`src/rtl/limb_pkg.sv`:
```
// Shared types and instruction-field layout for the Limb CPU control path.
// Instruction word: [29:27] class, [26:24] op/cond, [23:20] dst, [19:16] src A, [15:12] src B, [7:0] imm.
package limb_pkg;

  typedef enum logic [2:0] {
    ST_FETCH = 3'd0,
    ST_EXEC  = 3'd1,
    ST_MEM   = 3'd2,
    ST_WB    = 3'd3,
    ST_HALT  = 3'd4
  } state_e;

  typedef enum logic [2:0] {
    CL_ALU_REG = 3'd0,
    CL_ALU_IMM = 3'd1,
    CL_LOAD    = 3'd2,
    CL_STORE   = 3'd3,
    CL_BRANCH  = 3'd4,
    CL_CALL    = 3'd5,
    CL_RET     = 3'd6,
    CL_HALT    = 3'd7
  } class_e;

  typedef enum logic [2:0] {
    CD_EQ     = 3'd0,
    CD_NE     = 3'd1,
    CD_LT     = 3'd2,
    CD_GT     = 3'd3,
    CD_LE     = 3'd4,
    CD_GE     = 3'd5,
    CD_ALWAYS = 3'd6,
    CD_NEVER  = 3'd7
  } cond_e;

  localparam logic [1:0] RF_SEL_ALU = 2'd0;
  localparam logic [1:0] RF_SEL_RAM = 2'd1;
  localparam logic [1:0] RF_SEL_RIO = 2'd2;

  localparam int IR_CLASS_LSB = 27;
  localparam int IR_OP_LSB    = 24;
  localparam int IR_DST_LSB   = 20;
  localparam int IR_SRCA_LSB  = 16;
  localparam int IR_SRCB_LSB  = 12;
  localparam int IR_IMM_LSB   = 0;

  function automatic class_e ir_class(input logic [31:0] ir);
    return class_e'(ir[IR_CLASS_LSB +: 3]);
  endfunction

  function automatic cond_e ir_cond(input logic [31:0] ir);
    return cond_e'(ir[IR_OP_LSB +: 3]);
  endfunction

endpackage

```
`src/rtl/limb_cond_eval.sv`:
```
// Branch/call condition evaluation from the ALU's unsigned rs1-vs-rs2 compare flags.
module limb_cond_eval
  import limb_pkg::*;
(
  input  cond_e cond,
  input  logic  alu_eq,
  input  logic  alu_lt,
  input  logic  alu_gt,
  output logic  taken
);

  always_comb begin
    taken = 1'b0;
    case (cond)
      CD_EQ:     taken = alu_eq;
      CD_NE:     taken = !alu_eq;
      CD_LT:     taken = alu_lt;
      CD_GT:     taken = alu_gt;
      CD_LE:     taken = alu_lt | alu_eq;
      CD_GE:     taken = alu_gt | alu_eq;
      CD_ALWAYS: taken = 1'b1;
      CD_NEVER:  taken = 1'b0;
      default:   taken = 1'b0;
    endcase
  end

endmodule

```
`src/rtl/limb_sequencer.sv`:
```
// Limb CPU control unit: owns pc, ir, call depth and the FETCH/EXEC/MEM/WB/HALT machine.
// Strobes are decoded from state and ir and are all forced low while run is 0.
module limb_sequencer
  import limb_pkg::*;
#(
  parameter logic [7:0] RESET_PC    = 8'h00,
  parameter int         STACK_DEPTH = 16
) (
  input  logic        clk,
  input  logic        reset,
  input  logic        run,
  output logic [7:0]  rom_addr,
  input  logic [31:0] rom_data,
  output logic [3:0]  rf_src_a,
  output logic [3:0]  rf_src_b,
  output logic [3:0]  rf_dst,
  output logic        rf_we,
  output logic [1:0]  rf_sel,
  output logic [2:0]  alu_op,
  output logic        alu_b_imm,
  output logic [7:0]  imm,
  input  logic        alu_eq,
  input  logic        alu_lt,
  input  logic        alu_gt,
  output logic        ram_we,
  output logic        stk_push,
  output logic        stk_pop,
  output logic [7:0]  stk_wdata,
  input  logic [7:0]  stk_rdata,
  output logic        halted,
  output logic        fault,
  output logic [2:0]  state_dbg
);

  localparam logic [7:0] MAX_DEPTH = 8'(STACK_DEPTH);

  state_e      state_q;
  logic [7:0]  pc_q;
  logic [31:0] ir_q;
  logic [7:0]  depth_q;
  logic        fault_q;

  class_e     cls;
  cond_e      cond;
  logic [7:0] pc_inc;
  logic       taken;
  logic       can_push;
  logic       can_pop;
  logic       in_exec;
  logic       unused_ir;

  assign cls       = ir_class(ir_q);
  assign cond      = ir_cond(ir_q);
  assign pc_inc    = pc_q + 8'd1;
  assign can_push  = depth_q < MAX_DEPTH;
  assign can_pop   = depth_q != 8'd0;
  assign in_exec   = run && (state_q == ST_EXEC);
  assign unused_ir = ^{ir_q[31:30], ir_q[11:8]};

  limb_cond_eval u_cond (
    .cond   (cond),
    .alu_eq (alu_eq),
    .alu_lt (alu_lt),
    .alu_gt (alu_gt),
    .taken  (taken)
  );

  // Field decode is passed straight through; the datapath uses it only when a strobe fires.
  assign rom_addr  = pc_q;
  assign rf_src_a  = ir_q[IR_SRCA_LSB +: 4];
  assign rf_src_b  = ir_q[IR_SRCB_LSB +: 4];
  assign rf_dst    = ir_q[IR_DST_LSB +: 4];
  assign alu_op    = ir_q[IR_OP_LSB +: 3];
  assign imm       = ir_q[IR_IMM_LSB +: 8];
  assign alu_b_imm = (cls == CL_ALU_IMM);
  assign rf_sel    = (cls == CL_LOAD) ? RF_SEL_RAM : RF_SEL_ALU;
  assign stk_wdata = pc_inc;

  assign rf_we     = run && (state_q == ST_WB);
  assign ram_we    = in_exec && (cls == CL_STORE);
  assign stk_push  = in_exec && (cls == CL_CALL) && taken && can_push;
  assign stk_pop   = in_exec && (cls == CL_RET) && can_pop;

  assign halted    = (state_q == ST_HALT);
  assign fault     = fault_q;
  assign state_dbg = state_q;

  always_ff @(posedge clk or posedge reset) begin
    if (reset) begin
      state_q <= ST_FETCH;
      pc_q    <= RESET_PC;
      ir_q    <= '0;
      depth_q <= '0;
      fault_q <= 1'b0;
    end else if (run) begin
      case (state_q)
        ST_FETCH: begin
          ir_q    <= rom_data;
          state_q <= ST_EXEC;
        end
        ST_EXEC: begin
          case (cls)
            CL_ALU_REG, CL_ALU_IMM: state_q <= ST_WB;
            CL_LOAD:                state_q <= ST_MEM;
            CL_STORE: begin
              pc_q    <= pc_inc;
              state_q <= ST_FETCH;
            end
            CL_BRANCH: begin
              pc_q    <= taken ? imm : pc_inc;
              state_q <= ST_FETCH;
            end
            CL_CALL: begin
              if (!taken) begin
                pc_q    <= pc_inc;
                state_q <= ST_FETCH;
              end else if (can_push) begin
                depth_q <= depth_q + 8'd1;
                pc_q    <= imm;
                state_q <= ST_FETCH;
              end else begin
                fault_q <= 1'b1;
                state_q <= ST_HALT;
              end
            end
            CL_RET: begin
              if (can_pop) begin
                depth_q <= depth_q - 8'd1;
                pc_q    <= stk_rdata;
                state_q <= ST_FETCH;
              end else begin
                fault_q <= 1'b1;
                state_q <= ST_HALT;
              end
            end
            CL_HALT: state_q <= ST_HALT;
            default: state_q <= ST_HALT;
          endcase
        end
        ST_MEM: state_q <= ST_WB;
        ST_WB: begin
          pc_q    <= pc_inc;
          state_q <= ST_FETCH;
        end
        ST_HALT: state_q <= ST_HALT;
        default: state_q <= ST_FETCH;
      endcase
    end
  end

endmodule

```
`config.mk`:
```
export PLATFORM = sky130hd
export DESIGN_NAME = limb_sequencer
export DESIGN_NICKNAME = d
export VERILOG_FILES = /design/src/rtl/limb_pkg.sv /design/src/rtl/limb_cond_eval.sv /design/src/rtl/limb_sequencer.sv
export SDC_FILE = /design/constraint.sdc
export NUM_CORES = 1
export LEC_CHECK = 0
export ABC_AREA = 0
export CAP_MARGIN = 20
export CORE_MARGIN = 4
export CORE_UTILIZATION = 45
export DETAILED_ROUTE_END_ITERATION = 16
export PLACE_DENSITY = 0.78
export SLEW_MARGIN = 20
export SYNTH_ARGS = -nofsm -noshare
export SYNTH_HDL_FRONTEND = slang
export SYNTH_HIERARCHICAL = 1
export SYNTH_SLANG_ARGS = --single-unit
```
`constraint.sdc`:
```
create_clock -name clk -period 2.95 [get_ports clk]
set_input_delay 0.59 -clock clk [delete_from_list [all_inputs] [get_ports clk]]
set_output_delay 0.59 -clock clk [all_outputs]
set_load 0.01 [all_outputs]
```
==> results by group, run 1 <==
STA
  • Max-slew violation total from the final report: 0
  • Setup TNS after final layout: 0 ps
  • Maximum achievable frequency: around 350 MHz
  • Worst relative slew slack: 0.6072
  • Hold violation count in the final report: 0
  • Clock skew after layout: 4.092 ps
  • Worst setup margin: roughly 110 ps
  • Final setup viols: 0
  • Final hold slack: around 490 ps
  • Transition time of the tightest slew-check pin: roughly 590 ps
  • Fin crit period: between 2000 and 3000 ps
  • Fin crit share: 0.9630
  • Setup repair after global routing missed its margin: no

Placed design
  • Number of placed cells counting well taps: between 300 and 400
  • Detailed placement HPWL: approximately 4700 um
  • Routability cong.: about 0.77
  • Placed cell area: ~3500 sq um
  • Port Buffers: 89
  • Worst Setup Slack post-DPL: -149.1 ps

Drt
  • Drt initial violations: 64
  • Remaining antenna violation count: 0
  • Routed vias/inst: roughly 5.4
  • Drt drc: 0
  • DR pass1 iterations: 4
  • Total wire length: roughly 6400 um
  • Vias after detailed routing: around 2100
  • Avg WL per Cell: 16.09 um

Setup path
  • Nature of the critical path startpoint: input port
  • Category of the critical setup timing path: input port to output pin
  • WP data required: 2360 ps
  • Capture point of the worst path: stk_push
  • Terminus of the critical flop-to-flop path: rom_addr[2]
  • Launching point of the worst reg2reg path: ir_q[26]
  • Setup crit start: alu_eq
  • Crit end category: output pin
  • R2R setup slack: around 750 ps
  • Arrival time worst endpoint: 2250 ps
  • Depth of the worst register-to-register path: 8
  • CP max FO: 3

Flow run
  • Number of violations of the max-capacitance limit: 0

GRT
  • Wire length of the first global-routing pass: 10340 um
  • Antenna violations before repair: 0
  • Total congestion overflow: 0
  • Pin count of the biggest net entering global routing: between 40 and 50
  • Aggregate global-route resource usage: 0.1780
  • Vias in the first global route: slightly above 2000

Clock network
  • TritonCTS clock tree: yes
  • Clk root buf: clkbuf_8
  • Cts-stage hold buffer count: 0
  • Number of buffers created by CTS: 5
  • Number of buffers between clock root and the deepest sink: 2
  • Clock-pin slew reported for the worst setup and hold paths after clock tree synthesis: 90 ps
  • CTS Sinks: between 40 and 50
  • CTS HTree Levels: 2
  • Clock latency on the worst-skew pair: approximately 300 ps

Synth
  • Number of different library cells in the post-synthesis netlist: 50
  • Synth Net Count: approximately 300
  • Share of synthesized registers carrying an async set or reset: 1.000
  • Warnings from Yosys: 6
  • Synthesized instance count: between 200 and 300
  • Cell type with the highest aggregate area in the netlist: dfrtp_1
  • Adder-Cell Fraction of Synth Area: 0.009328
  • Number of storage elements in the synthesis netlist: 46
  • Mean Syn Cell Area: about 11 sq um
  • Simple-gate share of the synthesized area: 0.1353
  • Multiplexer share of the synthesized area: 0.1469
  • Register area share after synthesis: 0.4291
  • Most used DFF post-synth: dfrtp_1
  • XOR/XNOR share of the synthesized area: 0.04571
  • Count of flip-flops with a built-in enable after synthesis: 0
  • Area fraction of the dominant cell type after synthesis: 0.4291
  • Area contributors post-synth: dfrtp_1, mux2_2, buf_4, mux2_4, xor2_1
  • Main combinational cell family by area after synthesis: multiplexers
  • Synthesized-area fraction occupied by ao, oa, aoi and oai cells: 0.1231
  • Post-synthesis instance area: about 2700 sq um

Die
  • Die footprint: slightly above 7000 sq um
  • Die outline width: approximately 85 um
  • Die Y-Extent: roughly 85 um
  • Number of ports placed on the die boundary: 97
  • Core Region: 5642 sq um
  • Initial Util: 0.4755
  • Placement row count: 27

Power
  • Peak supply drop: between 500 and 600 uV
  • Pwr dens: roughly 1100 nW/um^2
  • Lkg Pwr: 1.597 nW
  • Design Power: ~3.9 mW

Cells and area
  • Layout cells sized above 1: 0.2037
  • Utilization after layout: 0.6483
  • Post-layout instance count excluding filler cells: slightly below 400
  • Post-route cell area: roughly 3700 sq um
  • Net total in the final layout: ~370
  • Number of antenna diodes: 0
  • Area growth from synthesis to layout: 36.33%

Outcome
  • Outcome: completed

Hold path
  • Tightest Hold Check Type: register to register
## flip-flops by register name (all words and copies together) (netlist names)
| register | flops |
|---|---|
| fault | 1 |
| depth_q | 8 |
| state_dbg | 3 |
| ir_q | 26 |
| rom_addr | 8 |
## metal layers
layer	up-vias	wire length (um)	GRT usage
met5	-	0	0
met4	0	107	0.05468
met3	8	390	0.03883
met2	76	3056	0.2874
met1	1027	2816	0.2389
li1	1011	-	-
## critical path: stages
cell             delay [ps]
clkdlybuf4s50_1         540
a211oi_2                 70
a211oi_2                210
a31o_1                  160
nor2b_2                 160
nand3_1                  80
nor2_1                  160
dlygate4sd2_1           290
## worst min-delay path by stage
stage / from / endpoint / cells after the start
2_1_floorplan: ir_q[12] / ir_q[12] / 1
4_1_cts: fault / fault / 1
3_3_place_gp: fault / fault / 1
6_report: fault / fault / 1
5_1_grt: fault / fault / 1
3_5_place_dp: fault / fault / 1
## kinds of logic (layout without fill, tap and decap cells)
group | count (synthesis) | count (layout)
simple gates | 62 | 62
buf+inv | 48 | 122
compound gates | 44 | 44
xor+xnor | 14 | 14
flops | 46 | 46
other cells | 1 | 1
fa+ha+maj | 2 | 2
mux | 33 | 33
## cell type report
type	instances	area, sq um
fill	469	1984
multi-input combinational	156	1250
sequential	46	1151
timing repair buffer	101	979.7
tap	72	90.09
clock buffer	5	68.82
clock inverter	3	68.82
inverter	13	48.80
## synthesized netlist by cell type, drive strengths merged (2+ instances only)
| master | number |
|---|---|
| a22oi | 8 |
| a211oi | 2 |
| ha | 2 |
| a32oi | 2 |
| nor3 | 5 |
| nor2 | 16 |
| nor3b | 2 |
| o31a | 2 |
| xnor2 | 6 |
| and3 | 6 |
| xor2 | 8 |
| and3b | 2 |
| or4 | 2 |
| o22ai | 8 |
| and4 | 2 |
| dfrtp | 46 |
| o21ai | 8 |
| nor4 | 2 |
| nor2b | 3 |
| buf | 32 |
| nand4 | 2 |
| a21oi | 6 |
| nand3 | 6 |
| nand2 | 8 |
| inv | 13 |
| nand3b | 3 |
| mux2 | 33 |
| clkbuf | 3 |
## where the power goes
| part | internal, mW | switching, mW | total [mW] |
|---|---|---|---|
| combinational | 1.22 | 0.940 | 2.16 |
| sequential | 0.910 | 0.295 | 1.21 |
| clock | 0.340 | 0.226 | 0.566 |
## cell usage in the layout (no fill, tap or decap), types with 2 or more instances in the layout
cell type,count
a32oi_1,2
clkbuf_8,5
xor2_1,8
xnor2_1,6
mux2_4,6
inv_1,12
nand3b_1,2
nand4_1,2
o22ai_1,8
nor2_1,14
nor2_2,2
a211oi_2,2
bufinv_16,2
or4_1,2
and3b_1,2
ha_1,2
a22oi_1,8
dfrtp_1,46
nor3_1,4
nor2b_1,2
mux2_2,27
o21ai_2,2
buf_4,12
a21oi_1,6
clkdlybuf4s50_1,88
and3_1,6
and4_1,2
nor3b_1,2
o31a_1,2
nand3_1,6
nand2_1,8
o21ai_0,5
## timing repair
item	CTS	global route
buffers inserted	0	0
gates resized for setup	1	2
setup endpoints to repair	1	2
(Power assumes the default switching activity.)
==> inputs of run 2 (changes only) <==
--- a/config.mk
+++ b/config.mk
@@ -8,9 +8,11 @@
 export ABC_AREA = 0
 export CAP_MARGIN = 20
 export CORE_MARGIN = 4
-export CORE_UTILIZATION = 45
+export CORE_UTILIZATION = 55
 export DETAILED_ROUTE_END_ITERATION = 16
-export PLACE_DENSITY = 0.78
+export DONT_BUFFER_PORTS = 1
+export MAX_ROUTING_LAYER = met4
+export PLACE_DENSITY = 0.67
 export SLEW_MARGIN = 20
 export SYNTH_ARGS = -nofsm -noshare
 export SYNTH_HDL_FRONTEND = slang
==> run 2 against run 1 <==
Effect of this change: total power down 18%; first-iteration DRC count grew 72%; sequential power is 17% higher; clock skew is 0.80 ps lower; maximum frequency is 11% higher; sequential share of layout area rose by 11 points.
==> results by group, run 2 (synthesis results as in run 1) <==
Power
  • Design Power: around 3.2 mW
  • Sw frac: 0.4140
  • Net Sw Power: roughly 1.3 mW
  • Lkg Pwr: 1.213 nW
  • Pwr dens: roughly 1200 nW/um^2
  • Clock power share: 0.177
  • Cell Int Power: around 1.9 mW
  • Combinational share of power: 0.382
  • Peak supply drop: approximately 700 uV
  • Sequential fraction of design power: 0.441

Clock network
  • Clk root buf: clkbuf_8
  • Clock-pin slew reported for the worst setup and hold paths after clock tree synthesis: around 80 ps
  • CTS HTree Levels: 2
  • Number of buffers between clock root and the deepest sink: 2
  • Cts-stage hold buffer count: 0
  • CTS Sinks: 46
  • Number of buffers created by CTS: 5
  • Number of resized instances in the post-cts repair step: 0
  • Clock latency on the worst-skew pair: about 300 ps
  • Postcts setup bufs: 0
  • TritonCTS clock tree: yes

STA
  • Transition time of the tightest slew-check pin: 800.1 ps
  • Final setup viols: 0
  • Max-slew violation total from the final report: 0
  • Fin crit share: 0.8647
  • Fin crit period: ~2600 ps
  • Final hold slack: between 200 and 300 ps
  • Setup repair after global routing missed its margin: no
  • Worst relative slew slack: 0.4660
  • Clock skew after layout: approximately 3.3 ps
  • Worst setup margin: approximately 400 ps
  • Maximum achievable frequency: between 300 and 400 MHz
  • Hold violation count in the final report: 0
  • Setup TNS after final layout: 0 ps

Cells and area
  • Area growth from synthesis to layout: 0.4662%
  • Largest Register: ir_q
  • Number of flip-flops in the largest register: 26
  • Post-route cell area: around 2700 sq um
  • Net total in the final layout: 273
  • Number of antenna diodes: 0
  • Utilization after layout: 0.5706
  • Most common cell after layout, fill and taps aside: dfrtp_1
  • Most frequent cells in the layout: dfrtp_1, mux2_2, nor2_1, inv_1
  • Number of filler instances in the final layout: between 400 and 500
  • Post-layout instance count excluding filler cells: slightly below 300
  • Layout cells sized above 1: 0.2434

Setup path
  • Crit end category: output pin
  • Nature of the critical path startpoint: register
  • Most frequent cell on the critical path: a211oi_2
  • Crit path cell chain: a211oi_2 > a211oi_2 > a31o_1 > nor2b_1 > nand3_1 > nor2_1
  • Arrival time worst endpoint: around 2000 ps
  • Largest stage delay on the critical path: 510 ps
  • Category of the critical setup timing path: register to output pin
  • WP data required: 2360 ps
  • CP max FO: 7
  • Worst path slowest cell: dfrtp_1

Placed design
  • Placed cell area: ~2600 sq um
  • Detailed placement HPWL: between 3000 and 4000 um
  • Port Buffers: 0
  • Number of placed cells counting well taps: ~290
  • Worst Setup Slack post-DPL: approximately 600 ps
  • Routability cong.: 0.7772

Drt
  • Remaining antenna violation count: 0
  • Routed vias/inst: about 6.0
  • Drt drc: 0
  • Amount of wire on met3 after detailed routing: around 430 um
  • DR WL met2: 2617 um
  • DR pass1 iterations: 4
  • Drt initial violations: between 100 and 150
  • Top layer in use: met4
  • Sum of routed wire segments on met1: 2301 um
  • Total wire length: 5467 um
  • Avg WL per Cell: 18.66 um
  • Vias after detailed routing: 1760

Die
  • Number of ports placed on the die boundary: 97
  • Placement row count: 25
  • Die Y-Extent: between 70 and 80 um
  • Die footprint: 6059 sq um
  • Die outline width: just under 80 um
  • Core Region: about 4700 sq um
  • Initial Util: 0.5679

Hold path
  • Tightest Hold Check Type: input port to asynchronous set/reset pin

GRT
  • Total congestion overflow: 0
  • Wire length of the first global-routing pass: 8866 um
  • Vias in the first global route: roughly 1700
  • Pin count of the biggest net entering global routing: 47
  • Antenna violations before repair: 0
  • Aggregate global-route resource usage: 0.1931

Outcome
  • Outcome: completed

Flow run
  • Number of violations of the max-capacitance limit: 0
run 2: final cells by class:
class / count / area [sq um] / area share
multi-input combinational: 156 / 1245 / 0.4619
sequential: 46 / 1151 / 0.4271
tap: 67 / 83.83 / 0.03110
clock buffer: 6 / 82.58 / 0.03064
clock inverter: 2 / 60.06 / 0.02228
inverter: 13 / 50.05 / 0.01857
timing repair buffer: 3 / 22.52 / 0.008357
run 2: worst paths after layout:
path | from | to | slack [ps] | depth (start not counted)
min reg2reg | depth_q[6] | depth_q[6] | 550 | 1
max in group asynchronous | reset | ir_q[3] | 2190 | 1
max | ir_q[26] | stk_push | 400 | 6
max reg2reg | ir_q[26] | rom_addr[2] | 720 | 7
min | reset | ir_q[13] | 300 | 1
min in group clk | run | state_dbg[0] | 390 | 1
run 2: per-layer routing:
metal / up-vias / track usage
li1: 811 / -
met1: 865 / 0.2336
met2: 74 / 0.2988
met3: 10 / 0.06032
met4: 0 / 0.08007
met5: - / -
run 2: power by group through the flow:
| stage | combinational [mW] | sequential (mW) | clock (mW) |
|---|---|---|---|
| floorplan | 1.46 | 1.16 | 0 |
| global placement | 1.21 | 1.43 | 0 |
| detailed placement | 1.24 | 1.44 | 0 |
| CTS | 1.24 | 1.43 | 0.589 |
| global route | 1.37 | 1.48 | 0.615 |
| finish | 1.23 | 1.42 | 0.573 |
run 2: critical path: cells and delay by family, from the launching register on:
| family | cells | cell delay [ps] |
|---|---|---|
| simple gates | 3 | 640 |
| compound gates | 3 | 520 |
| flops | 1 | 510 |
==> inputs of run 3 (changes only) <==
--- a/config.mk
+++ b/config.mk
@@ -11,6 +11,7 @@
 export CORE_UTILIZATION = 55
 export DETAILED_ROUTE_END_ITERATION = 16
 export DONT_BUFFER_PORTS = 1
+export HOLD_SLACK_MARGIN = 0.05
 export MAX_ROUTING_LAYER = met4
 export PLACE_DENSITY = 0.67
 export SLEW_MARGIN = 20
==> results of run 3 <==
Same layout as run 2: the final DEF is identical, and so are final timing and power.
